## src/rtl/swc_4to1.sv

```systemverilog
// swc_4to1: wide-to-narrow sample-width converter.
// Accepts one 4*DW-bit word per handshake and emits it as four DW-bit words,
// lane 0 (least significant) first. Both sides use valid/ready flow control.
module swc_4to1 #(
    parameter int DW = 8
) (
    input  logic            clk,
    input  logic            reset,
    input  logic [4*DW-1:0] data_in,
    input  logic            valid_in,
    output logic            ready_in,
    output logic [DW-1:0]   data_out,
    output logic            valid_out,
    input  logic            ready_out,
    output logic [1:0]      lane_out,
    output logic            last_out
);

    // Selects one narrow lane out of a wide word.
    function automatic logic [DW-1:0] lane_sel(input logic [4*DW-1:0] w,
                                               input logic [1:0]      l);
        logic [DW-1:0] r;
        case (l)
            2'd0:    r = w[DW-1:0];
            2'd1:    r = w[2*DW-1:DW];
            2'd2:    r = w[3*DW-1:2*DW];
            2'd3:    r = w[4*DW-1:3*DW];
            default: r = '0;
        endcase
        return r;
    endfunction

    logic [4*DW-1:0] buf_q, buf_d;
    logic [1:0]      lane_q, lane_d;
    logic            full_q, full_d;
    logic [DW-1:0]   dout_q, dout_d;
    logic            last_q, last_d;
    logic            in_xfer_s;
    logic            out_xfer_s;
    logic            lane_is_last_s;

    assign lane_is_last_s = (lane_q == 2'd3);

    // ready_in looks through to ready_out so the next word loads on the
    // same edge that retires the final lane, giving bubble-free streaming.
    assign ready_in   = !reset & (!full_q | (lane_is_last_s & ready_out));
    assign in_xfer_s  = valid_in & ready_in;
    assign out_xfer_s = full_q & ready_out;

    assign valid_out = full_q;
    assign lane_out  = lane_q;
    assign data_out  = dout_q;
    assign last_out  = last_q;

    // Next-state: a load always wins; otherwise an out-transfer advances
    // the lane or, on the last lane, empties the buffer.
    always_comb begin
        buf_d  = buf_q;
        lane_d = lane_q;
        full_d = full_q;
        if (in_xfer_s) begin
            buf_d  = data_in;
            lane_d = 2'd0;
            full_d = 1'b1;
        end else if (out_xfer_s) begin
            if (lane_is_last_s) begin
                lane_d = 2'd0;
                full_d = 1'b0;
            end else begin
                lane_d = lane_q + 2'd1;
            end
        end else begin
            lane_d = lane_q;
        end
        // Output registers are preloaded with the lane that will be shown
        // after this edge, keeping data_out/last_out glitch-free.
        dout_d = lane_sel(buf_d, lane_d);
        last_d = full_d & (lane_d == 2'd3);
    end

    // State and output registers with asynchronous reset.
    always_ff @(posedge clk or posedge reset) begin
        if (reset) begin
            buf_q  <= '0;
            lane_q <= 2'd0;
            full_q <= 1'b0;
            dout_q <= '0;
            last_q <= 1'b0;
        end else begin
            buf_q  <= buf_d;
            lane_q <= lane_d;
            full_q <= full_d;
            dout_q <= dout_d;
            last_q <= last_d;
        end
    end

endmodule

```

## config.mk

```make
export PLATFORM = sky130hd
export DESIGN_NAME = swc_4to1
export DESIGN_NICKNAME = d
export VERILOG_FILES = /design/src/rtl/swc_4to1.sv
export SDC_FILE = /design/constraint.sdc
export NUM_CORES = 1
export LEC_CHECK = 0
export ABC_AREA = 1
export BUFFER_PORTS_ARGS = -buffer_cell sky130_fd_sc_hd__buf_2
export CAP_MARGIN = 20
export CORE_AREA = 2 2 65 67
export CTS_CLUSTER_SIZE = 24
export DETAILED_ROUTE_END_ITERATION = 10
export DIE_AREA = 0 0 67 69
export PLACE_DENSITY = 0.82
export SLEW_MARGIN = 20
export SYNTH_ARGS = -nofsm -noshare
export SYNTH_HDL_FRONTEND = slang
export SYNTH_SLANG_ARGS = --single-unit
```

## constraint.sdc

```tcl
create_clock -name clk -period 4.15 [get_ports clk]
set_input_delay 1.245 -clock clk [delete_from_list [all_inputs] [get_ports clk]]
set_output_delay 1.245 -clock clk [all_outputs]
set_load 0.005 [all_outputs]
```

==> flow_summary.toml, run 1 <==
[worst_setup_path]
crit_path_top_delay_cell = "buf_2"
path_common_cell = "buf_2"
cp.arrival_ns = 1.66
crit_start = "ready_out"
reg2reg_depth = 9
r2r_end = "data_out[6]"
worst-path-buf-inv = 2
critPathRequiredTime_ns = 2.90
crit_path_end = "ready_in"
path_class = "primary input to primary output"
path_max_fanout = 3
path_delay_family = "buffers and inverters"
regToRegSetupSlack_ns = 2.07
start_kind = "primary input"
path_depth = 4
worstPathCellList = "buf_2 -> nand2_2 -> a21oi_1 -> buf_2"
endpoint_kind = "primary output"
critPathMaxStageDelay_ns = 0.12
r2r_start = "lane_out[0]"

[synth]
avgSynthCellArea_um2 = 7.97
yosysWarnings = 0
synth-seq-cells = 44
synth_top_area_share_pct = 50.8
synth_cell_types = 20
seq_area_frac_synth_pct = 50.8
yosysTopAreaCell = "dfrtp_1"
ys_top_cells_by_area = "dfrtp_1 (51%), nand2_1 (13%), inv_1 (9.0%)"
syn_area_um2 = 2170
syn_nets = 309
synthCells = 272

[grt]
grt_pass1_vias = 1577
gr-usage-all-layers_pct = 19.9
antenna_found_initial = 0
overflow = 0
grt_max_degree = 61
grt_pass1_wl_um = 6980

[sta]
setup_viol = 0
fin_crit_sh_pct = 70.1
min_period_ns = 2.91
setup_tns_ns = 0
finalHoldViolations = 0
slew_headroom_pct = 56.5
finClkSkew_ns = 0.00799
layout_setup_ws_ns = 1.24
fmax_mhz = 344
worst_pin_slew_ns = 0.653
drv_slew = 0
rsz0062_at_grt = "no"

[routing]
viasPerCell = 4.77
postRouteAntennaNets = 0
totalWireLength_um = 4130
highest_layer = "met4"
vias = 1765
dr_wl_met3_um = 225
drc_errors = 0
wl_per_cell_um = 11.2
met1_length_um = 1940
wl_met2_um = 1880
first_pass_iters = 4
drt_iter0_markers = 107

[clock_network]
root_buffer = "clkbuf_8"
clk_pin_slew_worst_paths_ns = 0.08
ctsResizeCount = 0
cts_buffers = 5
cts_buffer_depth = 2
h-tree-depth = 2
cts.sinks = 44
insertion_delay_ns = 0.30
cts_hold_buffers = 0
cts_tree = "yes"
post_cts_buffers = 0

[power]
static-leakage-power_nw = 1.51
power_density_nw_per_um2 = 714
vdd_drop_max_mv = 0.387

[layout]
nNetsFinal = 356
syn_to_final_growth_pct = 16.7
multi_input_area_um2 = 791
antenna_cells = 0
fillers = 338
final_core_util_pct = 64.7
drive_above_1_share_pct = 26.6
design_area_um2 = 2530
seqCellArea_um2 = 1100

[die]
io_pins = 49
rows = 23
core_area_um2 = 3910
die_h_um = 69
initial_core_util_pct = 55.4
die_area_um2 = 4620
dieWidth_um = 67

[flow_run]
drv_cap = 0

[placement]
dpl_cell_area_um2 = 2400
dp_slack_ns = 1.24
dp_hpwl_um = 2880
gp_congestion = 0.788
portBuffers = 48

[status]
status = "finished clean"

[hold_path]
hold_path.class = "flop to flop"
==> report_power, final <==
part	internal [W]	total (W)	switching, W
clock	0.000212	0.000353	0.000141
combinational	0.000268	0.000757	0.000488
sequential	0.000632	0.000697	0.0000655
total	0.00111	0.00181	0.000695
==> state kept, by name (all words and copies together) (netlist names) <==
register,count
buf_q,32
data_out,8
lane_out,2
last_out,1
valid_out,1
==> Yosys cell counts (all sizes together) <==
library cell,number
nor2,29
buf,7
ha,1
a21oi,1
clkbuf,2
nand3,20
dfrtp,44
nand2,97
inv,54
nand4,16
o21ai,1
==> layer usage <==
metal  GRT usage [%]  vias to the layer above
met5               0                        -
met4            7.26                        0
met3            4.57                        9
met2            29.4                       51
met1            28.6                      795
li1                -                      910
==> final cells by class <==
| class | count | share of cell area, % |
|---|---|---|
| inverter | 54 | 8.01 |
| clock inverter | 1 | 1.19 |
| tap | 50 | 2.47 |
| sequential | 44 | 43.5 |
| multi-input combinational | 165 | 31.2 |
| clock buffer | 7 | 3.81 |
| timing repair buffer | 49 | 9.79 |
==> kinds of logic after synthesis <==
| family | share of synthesized area [%] |
|---|---|
| AND/OR/NAND/NOR | 35.4 |
| buffers and inverters | 12.8 |
| flip-flops | 50.8 |
| AO/OA/AOI/OAI | 0.461 |
| adder cells (fa/ha/maj) | 0.577 |
==> layout by cell type, fill, tap and decap left out, types with 7 or more instances in the layout <==
cell	Yosys	final
nor2_1	27	27
nand3_1	17	17
nand4_1	16	16
clkbuf_8	0	7
nand2_2	20	20
dfrtp_1	44	44
buf_2	2	48
nand2_1	76	76
inv_1	52	52
==> worst register-to-register path, cell delays in order, from the launching register on <==
cell,delay [ns]
dfrtp_1,0.38
ha_1,0.19
nand2_2,0.08
nand2_4,0.19
nand3_4,0.44
inv_2,0.39
nand2_1,0.08
nand2_1,0.11
nand2_1,0.07
nand3_1,0.09
==> worst min path at each step <==
stage | depth (start not counted) | startpoint | endpoint | slack (ns)
final | 2 | buf_q[6] | buf_q[6] | 0.48
after global routing | 2 | buf_q[4] | buf_q[4] | 0.51
after CTS | 2 | buf_q[3] | buf_q[3] | 0.49
after detailed placement | 2 | buf_q[3] | buf_q[3] | 0.47
after global placement | 2 | buf_q[5] | buf_q[5] | 0.46
after floorplan | 2 | buf_q[0] | buf_q[0] | 0.44
==> stage by stage <==
stage | hold WS, ns | total power (W) | std cells
after floorplan | 0.444 | 0.00127 | 272
after CTS | 0.486 | 0.00182 | 370
final | 0.481 | 0.00181 | 370
after global placement | 0.459 | 0.00143 | 362
after detailed placement | 0.466 | 0.00146 | 362
after global routing | 0.510 | 0.00196 | 370
Note: power is estimated with default switching activity, not from simulation.
==> run 2: changes to the inputs <==
- ABC_AREA: 1 -> 0
- CORE_AREA: 2 2 65 67 -> 2 2 69 71
- DIE_AREA: 0 0 67 69 -> 0 0 71 73
- PLACE_DENSITY: 0.82 -> 0.72
- clock period: 4.15 -> 2.5 ns (I/O delays scaled with it)
==> flow_summary.toml, run 2 <==
[routing]
drc_errors = 0
first_pass_iters = 4
vias = 1640
postRouteAntennaNets = 0
drt_iter0_markers = 136
wl_per_cell_um = 14.4
totalWireLength_um = 4550
viasPerCell = 5.17

[sta]
finalHoldViolations = 0
fin_crit_sh_pct = 87.9
worst_pin_slew_ns = 0.545
fmax_mhz = 455
setup_tns_ns = 0
min_period_ns = 2.20
setup_viol = 0
finClkSkew_ns = 0.00815
layout_setup_ws_ns = 0.302
slew_headroom_pct = 63.7
rsz0062_at_grt = "no"
drv_slew = 0

[die]
initial_core_util_pct = 44.3
io_pins = 49
rows = 25
core_area_um2 = 4540
dieWidth_um = 71
die_h_um = 73
die_area_um2 = 5180

[hold_path]
hold_path.class = "flop to flop"
min_path_cells = 2

[synth]
seq_area_frac_synth_pct = 54.8
avgSynthCellArea_um2 = 9.61
async_flop_share_pct = 100
synthCells = 209
synth_top_area_share_pct = 54.8
ys.flop_type = "dfrtp_1"
syn_nets = 246
yosysTopAreaCell = "dfrtp_1"
syn_area_um2 = 2010
ys_top_cells_by_area = "dfrtp_1 (55%), nand2_1 (17%), a221oi_2 (2.2%)"
synth-seq-cells = 44
yosysMostFrequentCell = "nand2_1"
synth_edf_count = 0
synth_cell_types = 44
synthTopCellsByCount = "nand2_1 (90), dfrtp_1 (44), o22ai_1 (6)"
yosysWarnings = 0

[layout]
antenna_cells = 0
fillers = 417
drive_above_1_share_pct = 31.2
layout_commonest_cell = "nand2_1"
final_core_util_pct = 54.3
layout_common_cells = "nand2_1 (90), buf_2 (48), dfrtp_1 (44), clkbuf_8 (7)"
largest_register = "buf_q"
largest_reg_flops = 32
nNetsFinal = 299
syn_to_final_growth_pct = 22.5

[worst_setup_path]
worstPathCellList = "ha_1 -> a21boi_1 -> nor2_1 -> buf_2"
regToRegSetupSlack_ns = 0.45
worst-path-buf-inv = 1
crit_path_end = "ready_in"
path_max_fanout = 8
r2r_end = "data_out[1]"
start_kind = "flop"
critPathMaxStageDelay_ns = 0.46
r2r_start = "lane_out[0]"
crit_path_top_delay_cell = "dfrtp_1"
path_class = "flop to primary output"
reg2reg_depth = 7
cp.arrival_ns = 1.45
path_depth = 4
crit_start = "lane_out[0]"
critPathRequiredTime_ns = 1.75
path_delay_family = "flip-flops"
endpoint_kind = "primary output"

[clock_network]
ctsResizeCount = 0
clk_pin_slew_worst_paths_ns = 0.08
cts_buffers = 5
root_buffer = "clkbuf_8"
h-tree-depth = 2
cts_buffer_depth = 2
cts_tree = "yes"
cts.sinks = 44
post_cts_buffers = 0
cts_hold_buffers = 0
insertion_delay_ns = 0.29

[grt]
overflow = 0
gr-usage-all-layers_pct = 18.6
antenna_found_initial = 0
grt_pass1_wl_um = 7380
grt_pass1_vias = 1562
grt_max_degree = 45

[placement]
dp_slack_ns = 0.255
gp_congestion = 0.815
dp_hpwl_um = 3180
portBuffers = 48

[power]
vdd_drop_max_mv = 0.450
power_density_nw_per_um2 = 1290
static-leakage-power_nw = 1.25

[status]
status = "finished clean"

[flow_run]
drv_cap = 0
-- run 2: changes by cell type after synthesis, sizes merged, moves of 6 or more --
cell	before	now
inv	54	3
nor2	29	3
nand3	20	3
nand4	16	1
nand2	97	90
o22ai	0	6
-- run 2: layer usage --
metal	part of all wire (%)	global-route usage (%)
met1	45	24.5
met2	48	29.1
met3	4.9	4.01
met4	2.6	9.64
met5	0	0
-- run 2: layout make-up --
type,instances,area [µm²],share of cell area [%]
Clock buffer,7,96.3,3.91
Clock inverter,1,30.0,1.22
Tap cell,54,67.6,2.74
Inverter,3,17.5,0.711
Multi-Input combinational cell,153,845,34.3
Sequential cell,44,1100,44.7
Timing Repair Buffer,55,305,12.4
-- run 2: worst min-delay path by stage --
stage / slack (ns) / to / from
after floorplan: 0.44 / buf_q[21] / buf_q[21]
after detailed placement: 0.46 / buf_q[21] / buf_q[21]
after global routing: 0.50 / buf_q[2] / buf_q[2]
after global placement: 0.46 / buf_q[4] / buf_q[4]
after CTS: 0.48 / buf_q[21] / buf_q[21]
final: 0.48 / buf_q[0] / buf_q[0]
-- run 2: logic make-up after synthesis --
family | share of synthesized area (%)
adders and majority gates | 0.623
DFF | 54.8
buffers and inverters | 3.18
muxes | 2.24
AOI/OAI and AO/OA | 16.3
and+or+nand+nor | 22.9
-- run 2: through the flow --
step	power (W)	hold slack [ns]	area, µm²	std cells
floorplan	0.00219	0.438	2010	209
global placement	0.00256	0.457	2340	309
detailed placement	0.00259	0.463	2340	309
CTS	0.00319	0.484	2460	317
global route	0.00341	0.501	2460	317
finish	0.00317	0.483	2460	317
-- run 2: power breakdown --
part	internal (W)	switching, W
Combinational	0.000609	0.000732
Sequential	0.00106	0.000183
Clock	0.000353	0.000234
Total	0.00202	0.00115
-- run 2: worst reg2reg max path, delay by kind of cell (launching register included) --
family                   cells  cell delay, ns
buffers and inverters        1            0.30
AND/OR/NAND/NOR              3            0.44
AO/OA/AOI/OAI                2            0.47
adder cells (fa/ha/maj)      1            0.27
flip-flops                   1            0.47
